[src/rtl/shf_pkg.sv]
// Shared definitions for the SHF pipeline stage: operation encodings,
// condition-code width, buffer-entry layout and the CC helper.
package shf_pkg;

    // Encodings of in_ctrl[5:4]
    typedef enum logic [1:0] {
        OP_LSHF    = 2'b00,
        OP_RSHFL   = 2'b01,
        OP_ILLEGAL = 2'b10,
        OP_RSHFA   = 2'b11
    } shf_op_e;

    localparam int unsigned CC_W   = 3;
    localparam int unsigned DATA_W = 16;

    // One result-buffer slot: shifted data plus its {N,Z,P} codes
    typedef struct packed {
        logic [DATA_W-1:0] data;
        logic [CC_W-1:0]   cc;
    } shf_entry_t;

    // {N,Z,P}: negative wins over zero, zero over positive
    function automatic logic [CC_W-1:0] calc_cc(input logic [DATA_W-1:0] value);
        if (value[DATA_W-1])
            return 3'b100;
        else if (value == '0)
            return 3'b010;
        else
            return 3'b001;
    endfunction

endpackage : shf_pkg

[src/rtl/shf_core.sv]
// Combinational 16-bit shifter for the SHF instruction. Amount 0 and the
// illegal op both pass the operand through unchanged.
module shf_core
    import shf_pkg::*;
(
    input  logic [DATA_W-1:0] data,
    input  logic [3:0]        amount4,
    input  shf_op_e           op,
    output logic [DATA_W-1:0] result
);

    // Select the shift flavour; arithmetic right shift replicates bit 15
    always_comb begin
        // NOTE: every output of an always_comb gets a default first, so no
        // path through the case can leave it unassigned and infer a latch.
        result = data;
        case (op)
            OP_LSHF:  result = data << amount4;
            OP_RSHFL: result = data >> amount4;
            OP_RSHFA: result = DATA_W'($signed(data) >>> amount4);
            default:  result = data;
        endcase
    end

endmodule : shf_core

[src/rtl/shf_pipe_stage.sv]
// SHF pipeline stage: shifts an accepted operand, stores result (and
// optionally its condition codes) in a 2-entry FIFO and presents the head.
// Optional feature macro: SHF_CC_EN -- when defined, {N,Z,P} codes are
// computed at acceptance and stored per entry; otherwise out_cc is 3'b000.
module shf_pipe_stage
    import shf_pkg::*;
#(
    parameter int BUF_DEPTH = 2
) (
    input  logic              clk,
    input  logic              rst_n,
    input  logic              in_valid,
    output logic              in_ready,
    input  logic [DATA_W-1:0] in_data,
    input  logic [5:0]        in_ctrl,
    output logic              out_valid,
    input  logic              out_ready,
    output logic [DATA_W-1:0] out_data,
    output logic [CC_W-1:0]   out_cc,
    output logic              err_illegal
);

    localparam logic [1:0] FULL_CNT = 2'(BUF_DEPTH);

    logic [1:0]        count_q, count_d;
    logic              wr_ptr_q, wr_ptr_d;
    logic              rd_ptr_q, rd_ptr_d;
    logic              err_q, err_d;
    logic              push, pop;
    logic [DATA_W-1:0] shf_result;
    logic [DATA_W-1:0] head_data;
    logic [CC_W-1:0]   head_cc;
    shf_op_e           in_op;

    assign in_op = shf_op_e'(in_ctrl[5:4]);

    // The result is formed at acceptance, so the buffer holds final values
    shf_core u_core (
        .data    (in_data),
        .amount4 (in_ctrl[3:0]),
        .op      (in_op),
        .result  (shf_result)
    );

    // Handshake flags come only from registered state (no out_ready -> in_ready path)
    assign in_ready  = (count_q < FULL_CNT);
    assign out_valid = (count_q != 2'd0);
    assign push      = in_valid & in_ready;
    assign pop       = out_valid & out_ready;

    // Next-state for occupancy, pointers and the sticky illegal-op flag
    always_comb begin
        count_d  = count_q;
        wr_ptr_d = wr_ptr_q;
        rd_ptr_d = rd_ptr_q;
        err_d    = err_q;
        case ({push, pop})
            2'b10:   count_d = count_q + 2'd1;
            2'b01:   count_d = count_q - 2'd1;
            default: count_d = count_q;
        endcase
        if (push)
            wr_ptr_d = ~wr_ptr_q;
        if (pop)
            rd_ptr_d = ~rd_ptr_q;
        if (push && (in_op == OP_ILLEGAL))
            err_d = 1'b1;
    end

    // Control state; reset clears it immediately, independent of clk
    always_ff @(posedge clk or negedge rst_n) begin
        if (!rst_n) begin
            // NOTE: sequential state is updated with non-blocking assignments so
            // every register samples the pre-edge value of its neighbours.
            count_q  <= 2'd0;
            wr_ptr_q <= 1'b0;
            rd_ptr_q <= 1'b0;
            err_q    <= 1'b0;
        end else begin
            count_q  <= count_d;
            wr_ptr_q <= wr_ptr_d;
            rd_ptr_q <= rd_ptr_d;
            err_q    <= err_d;
        end
    end

`ifdef SHF_CC_EN
    shf_entry_t buf_q [2];

    // Write the result and its codes into the slot at the write pointer
    always_ff @(posedge clk) begin
        // NOTE: the storage array is not reset; an empty buffer is never read
        // because the outputs below are forced to zero while count is 0.
        if (push)
            buf_q[wr_ptr_q] <= '{data: shf_result, cc: calc_cc(shf_result)};
    end

    assign head_data = buf_q[rd_ptr_q].data;
    assign head_cc   = buf_q[rd_ptr_q].cc;
`else
    logic [DATA_W-1:0] buf_q [2];

    // Write the result into the slot at the write pointer
    always_ff @(posedge clk) begin
        if (push)
            buf_q[wr_ptr_q] <= shf_result;
    end

    assign head_data = buf_q[rd_ptr_q];
    assign head_cc   = '0;
`endif

    // Present the head only when it holds a valid result; zero otherwise
    assign out_data    = out_valid ? head_data : '0;
    assign out_cc      = out_valid ? head_cc   : '0;
    assign err_illegal = err_q;

endmodule : shf_pipe_stage

[config.mk]
export PLATFORM = sky130hd
export DESIGN_NAME = shf_pipe_stage
export DESIGN_NICKNAME = d
export VERILOG_FILES = /design/src/rtl/shf_pkg.sv /design/src/rtl/shf_core.sv /design/src/rtl/shf_pipe_stage.sv
export SDC_FILE = /design/constraint.sdc
export NUM_CORES = 1
export LEC_CHECK = 0
export ABC_AREA = 1
export BUFFER_PORTS_ARGS = -buffer_cell sky130_fd_sc_hd__buf_4
export CAP_MARGIN = 20
export CORE_ASPECT_RATIO = 1.4
export CORE_MARGIN = 4
export CORE_UTILIZATION = 52
export CTS_CLUSTER_DIAMETER = 120
export DETAILED_ROUTE_END_ITERATION = 8
export MAX_ROUTING_LAYER = met4
export PLACE_DENSITY = 0.85
export SLEW_MARGIN = 20
export SYNTH_ARGS = -nofsm -noshare
export SYNTH_HDL_FRONTEND = slang
export SYNTH_SLANG_ARGS = --single-unit
[constraint.sdc]
create_clock -name clk -period 1.8 [get_ports clk]
set_clock_uncertainty 0.15 [all_clocks]
set_input_delay 0.27 -clock clk [delete_from_list [all_inputs] [get_ports clk]]
set_output_delay 0.27 -clock clk [all_outputs]
set_load 0.01 [all_outputs]
After elaboration in Yosys (flattened, before gate mapping):

Memory sizes are Yosys's and may differ from the RTL's.
Index checks and enable logic that the tools add are counted.

* reduce and logical (&&, ||, !) cells: 4
* multiplexer cells: 5
* $lt $le $gt $ge: 1
* $add $sub $neg: 2
* bitwise gates (word level): 4
* equality and inequality tests: 5
* shifts and indexed selects: 3

Operator list (number)
* 16-bit case mux with 3 select lines: 1
* 16-bit two-way mux: 1
* 16-bit by 4-bit left shift with 16-bit output: 1
* 16-bit by 4-bit >> shifter with 16-bit output: 1
* 16-bit by 4-bit >>> shifter with 16-bit output: 1
* 2-bit equality test (second input constant): 3
* 2-bit by 1-bit equality test with 1-bit output (second input constant): 2
* 2-bit case mux with 2 select lines: 1
* 2-bit nonzero test: 2
* 2-bit by 1-bit adder with 2-bit output (second input constant): 1
* 1-bit bitwise AND: 2
* 2-bit logical NOT: 1
* 2-bit less-than comparator (second input constant): 1
* 1-bit two-way mux: 2
* 1-bit NOT: 2
* 2-bit by 1-bit subtractor with 2-bit output (second input constant): 1
* 1-bit logical AND: 1

* input bits: 26
* memories kept: 1
* register bits after elaboration: 5
* RAM bits: 32
* output and inout bits: 22
* logic and storage cells: 29

Memories
* buf_q: words 2, bits a word 16, read ports 1, clocked after memory_dff 0, wr ports 1, line shf_pipe_stage.sv:101 `logic [DATA_W-1:0] buf_q [2];`

Longest topological paths before layout:

* word-level depth: 4
* gate-level depth with buffers: 12
* gate-level depth less buffers: 11

Hierarchy:

Synthesis repeated with hierarchy kept, for this count alone.

* cell total of the unflattened synthesis: 472
* area, all modules: 3251.9 um^2

Modules (own cells, without submodules)
* shf_core: area each 1695.4 um^2, sequential area each 0.0 um^2, times used 1, cells each 351
* shf_pipe_stage: area each 1556.5 um^2, sequential area each 1086.0 um^2, times used 1, cells each 121

Worst setup path before layout:

OpenSTA, ideal clock, no wires.

* path kind: flip-flop to flip-flop
* start point: register count_q[1]
* end point: memory buf_q[1][0] (enable)
* arrival: 1.349 ns
* setup time: 0.388 ns
* required time: 1.262 ns
* slack: -0.088 ns
* cell stages (with the launch flop): 4
* clock period less this slack: 1.888 ns
* path through: dfrtp_1 -> inv_1 -> nand2_1 -> nor2_1

* cells in the longest elaborated chain, start to end: 4

RTL lines
* from (decl): line shf_pipe_stage.sv:25 `logic [1:0] count_q, count_d;`
* from (signal assigned): line shf_pipe_stage.sv:80 `count_q <= count_d;`
* 2-bit less-than comparator: line shf_pipe_stage.sv:46 `assign in_ready = (count_q < FULL_CNT);`
* net in_ready: line shf_pipe_stage.sv:13 `output logic in_ready,`
* 1-bit bitwise AND: line shf_pipe_stage.sv:48 `assign push = in_valid & in_ready;`
* 1-bit two-way mux: line shf_pipe_stage.sv:105 `if (push)`
* 1-bit two-way mux (implied by the code): line shf_pipe_stage.sv:106 `buf_q[wr_ptr_q] <= shf_result;`
* to (decl): line shf_pipe_stage.sv:101

The timed path passes the listed nets, and every way through them passes these cells.

Worst setup path after layout:

* start point: register rd_ptr_q
* end point: output port out_data[4]

* cells in the longest elaborated chain, start to end: 2

RTL lines
* from (decl): line shf_pipe_stage.sv:27 `logic rd_ptr_q, rd_ptr_d;`
* from (signal assigned): line shf_pipe_stage.sv:82 `rd_ptr_q <= rd_ptr_d;`
* memory 2 x 16 bit
* 16-bit two-way mux: line shf_pipe_stage.sv:114 `assign out_data = out_valid ? head_data : '0;`
* to (decl): line shf_pipe_stage.sv:18 `output logic [DATA_W-1:0] out_data,`

No other way between the ends.

==> flow_metrics.env <==
export IMPL_synth_compound_area_frac=0.0860
export IMPL_gp_congestion=1.08
export IMPL_p_leak_nw=1.95
export IMPL_dieArea_um2=7400
export IMPL_synth_avg_cell_area_um2=6.66
export IMPL_htree_levels=2
export IMPL_clk_pin_slew_ps=70
export IMPL_clockPowerShare=0.181
export IMPL_mostFrequentLayoutCell="nand2_1"
export IMPL_startpoint_type="register"
export IMPL_synth_simple_gate_area_frac=0.468
export IMPL_cts_tree="done"
export IMPL_cp_top_family="flip-flops"
export IMPL_synth_xor_area_frac=0.0111
export IMPL_remaining_drc_errors=0
export IMPL_internal_power_mw=2.37
export IMPL_fin_crit_ps=1720
export IMPL_first_pass_iters=5
export IMPL_drt_initial_drc_count=278
export IMPL_endpoint_kind="primary output"
export IMPL_yosysSeqAreaShare=0.344
export IMPL_cp_data_required_time_ps=1380
export IMPL_drv_cap=0
export IMPL_cts_made_buffers=5
export IMPL_dieWidth_um=73.8
export IMPL_synth_edf_count=32
export IMPL_routedWlPerCell_um=15.9
export IMPL_synth_area_leaders="edfxtp_1, nand2_1, nand3_1, a21oi_1, dfrtp_1"
export IMPL_fp_dieH_um=100
export IMPL_synth_top_family_by_area="simple AND/OR/NAND/NOR gates"
export IMPL_hpwl_um=7910
export IMPL_clk_latency_ps=280
export IMPL_nFillCells=506
export IMPL_dp_cells=625
export IMPL_ios=48
export IMPL_drt_antenna_violating_nets=0
export IMPL_start_util=0.538
export IMPL_drive_gt1_frac=0.253
export IMPL_power_switching_mw=1.45
export IMPL_stdcell_count=635
export IMPL_yosys_mux_area_fraction=0
export IMPL_finalCritPeriodShare=0.958
export IMPL_p_seq_frac=0.329
export IMPL_clock_sinks=37
export IMPL_cts_root_buf="clkbuf_8"
export IMPL_yosysTopAreaCell="edfxtp_1"
export IMPL_grt_pass1_wl_um=15900
export IMPL_path_cells="clkinvlp_4, nand2_1, a21oi_1, buf_4"
export IMPL_ys_ff_latch=37
export IMPL_powerDensity_nw_per_um2=940
export IMPL_ir_drop_v=0.000530
export IMPL_diodes=0
export IMPL_synth_cell_type_count=36
export IMPL_core_area_um2=5860
export IMPL_grt_pass1_vias=3418
export IMPL_critPathArrivalTime_ps=1300
export IMPL_via_count=3676
export IMPL_nNetsFinal=591
export IMPL_yosys_warnings=0
export IMPL_setup_viol=0
export IMPL_critPathMaxStageDelay_ps=460
export IMPL_hold_viol_final=0
export IMPL_p_sw_frac=0.379
export IMPL_synthArstFlopShare=0.135
export IMPL_fin_total_pwr_mw=3.82
export IMPL_syn_to_final_growth_pct=28.9
export IMPL_synth_flop_cell="edfxtp_1"
export IMPL_worst_path_max_delay_cell="dfrtp_2"
export IMPL_rows=33
export IMPL_clockBufferDepth=2
export IMPL_port_buffers=44
export IMPL_hp_class="in -> reg"
export IMPL_grt_max_degree=21
export IMPL_grt_overflow=0
export IMPL_routed_wl_um=10100
export IMPL_status="completed"
export IMPL_comb_power_share=0.490
export IMPL_via_per_inst=5.79
export IMPL_synth_top_area_share=0.305
export IMPL_grt_use_total=0.286
export IMPL_crit_type="reg -> out"
export IMPL_critPathMaxFanout=8
export IMPL_final_cell_mix="nand2_1, buf_4, nand3_1"
export IMPL_cts_setup_buffers=0
export IMPL_synth_cells=474
export IMPL_antenna_found_initial=0
export IMPL_synth_fa_ha_area_frac=0.00397
export IMPL_max_freq_ghz=0.580
export IMPL_drv_slew=0
export IMPL_syn_area_um2=3160
export IMPL_worst_path_buf_inv=2
export IMPL_whs_ps=167
## sequential cells by signal (all words and copies together), names as in the netlist
register     count
count_q          2
err_illegal      1
rd_ptr_q         1
buf_q           32
wr_ptr_q         1
## kinds of logic after synthesis
kind of cell / after synthesis
AND/OR/NAND/NOR: 332
AO/OA/AOI/OAI: 50
adder cells (fa/ha/maj): 1
flip-flops: 37
XOR/XNOR: 4
other: 1
buffers and inverters: 49
## Yosys cell counts, types with 2 or more instances
master and count:
nand2_1 184, nand3_1 87, edfxtp_1 32, a21oi_1 30, nor2_1 29, inv_1 15
buf_2 12, nand4_1 8, buf_4 7, o21ai_0 7, clkbuf_1 6, nand2_2 6
nand3_2 6, o21ai_1 6, dfrtp_1 5, buf_6 3, inv_2 3, nand2_4 3
o2111ai_1 3, xor2_1 3, nand3b_1 2, nor3_1 2, o211ai_1 2
## power by group through the flow
stage	registers, mW	clock network, mW	logic (mW)
final	1.26	0.693	1.87
after global routing	1.27	0.735	2.06
after CTS	1.24	0.698	1.81
after detailed placement	1.25	0	1.79
after global placement	1.23	0	1.75
after floorplan	1.23	0	1.03
## worst paths after layout
kind | end | cells after the start | start | slack (ps)
setup / recovery | out_data[4] | 4 | rd_ptr_q | 80
hold / removal | wr_ptr_q | 3 | in_valid | 170
setup reg to reg | count_q[1] | 6 | count_q[1] | 190
hold reg to reg | err_illegal | 1 | err_illegal | 330
max in group asynchronous | rd_ptr_q | 2 | rst_n | 1200
min in group asynchronous | count_q[0] | 2 | rst_n | 190
## layout make-up
| cell class | count | area (µm²) | share of cell area |
|---|---|---|---|
| timing repair inverter | 1 | 7.51 | 0.00185 |
| sequential | 37 | 1090 | 0.267 |
| clock buffer | 5 | 68.8 | 0.0169 |
| clock inverter | 3 | 41.3 | 0.0102 |
| timing repair buffer | 109 | 870 | 0.214 |
| multi-input combinational | 390 | 1820 | 0.448 |
| inverter | 20 | 83.8 | 0.0206 |
| tap | 70 | 87.6 | 0.0215 |
## metrics by stage
step           utilization  TNS, ps  cell area (µm²)  worst slack, ps
5_1_grt              0.694    -22.6             4070            -22.6
4_1_cts              0.688        0             4030             15.0
2_1_floorplan            -    -2810             3160            -87.8
3_5_place_dp         0.667    -1220             3910             -122
6_report             0.694        0             4070             75.0
3_3_place_gp         0.667     -449             3910            -46.8
## metal layers
| layer | vias up | GRT usage | wire length (µm) |
|---|---|---|---|
| met1 | 1641 | 0.325 | 3640 |
| li1 | 1774 | - | - |
| met3 | 44 | 0.0251 | 824 |
| met4 | 0 | 0.152 | 586 |
| met2 | 217 | 0.489 | 5030 |
| met5 | - | - | 0 |
## what timing repair did
action,in CTS,in global routing
setup endpoints to repair,16,9
gates resized for setup,1,9
hold buffers,1,0
pin swaps,0,0
cloned,0,1
endpoints found under the hold margin,5,0
## tightest hold or removal path, stage by stage
cell     delay, ps
buf_4          110
nand2_2        110
xor2_1          70
Note: power is estimated with default switching activity, not from simulation.
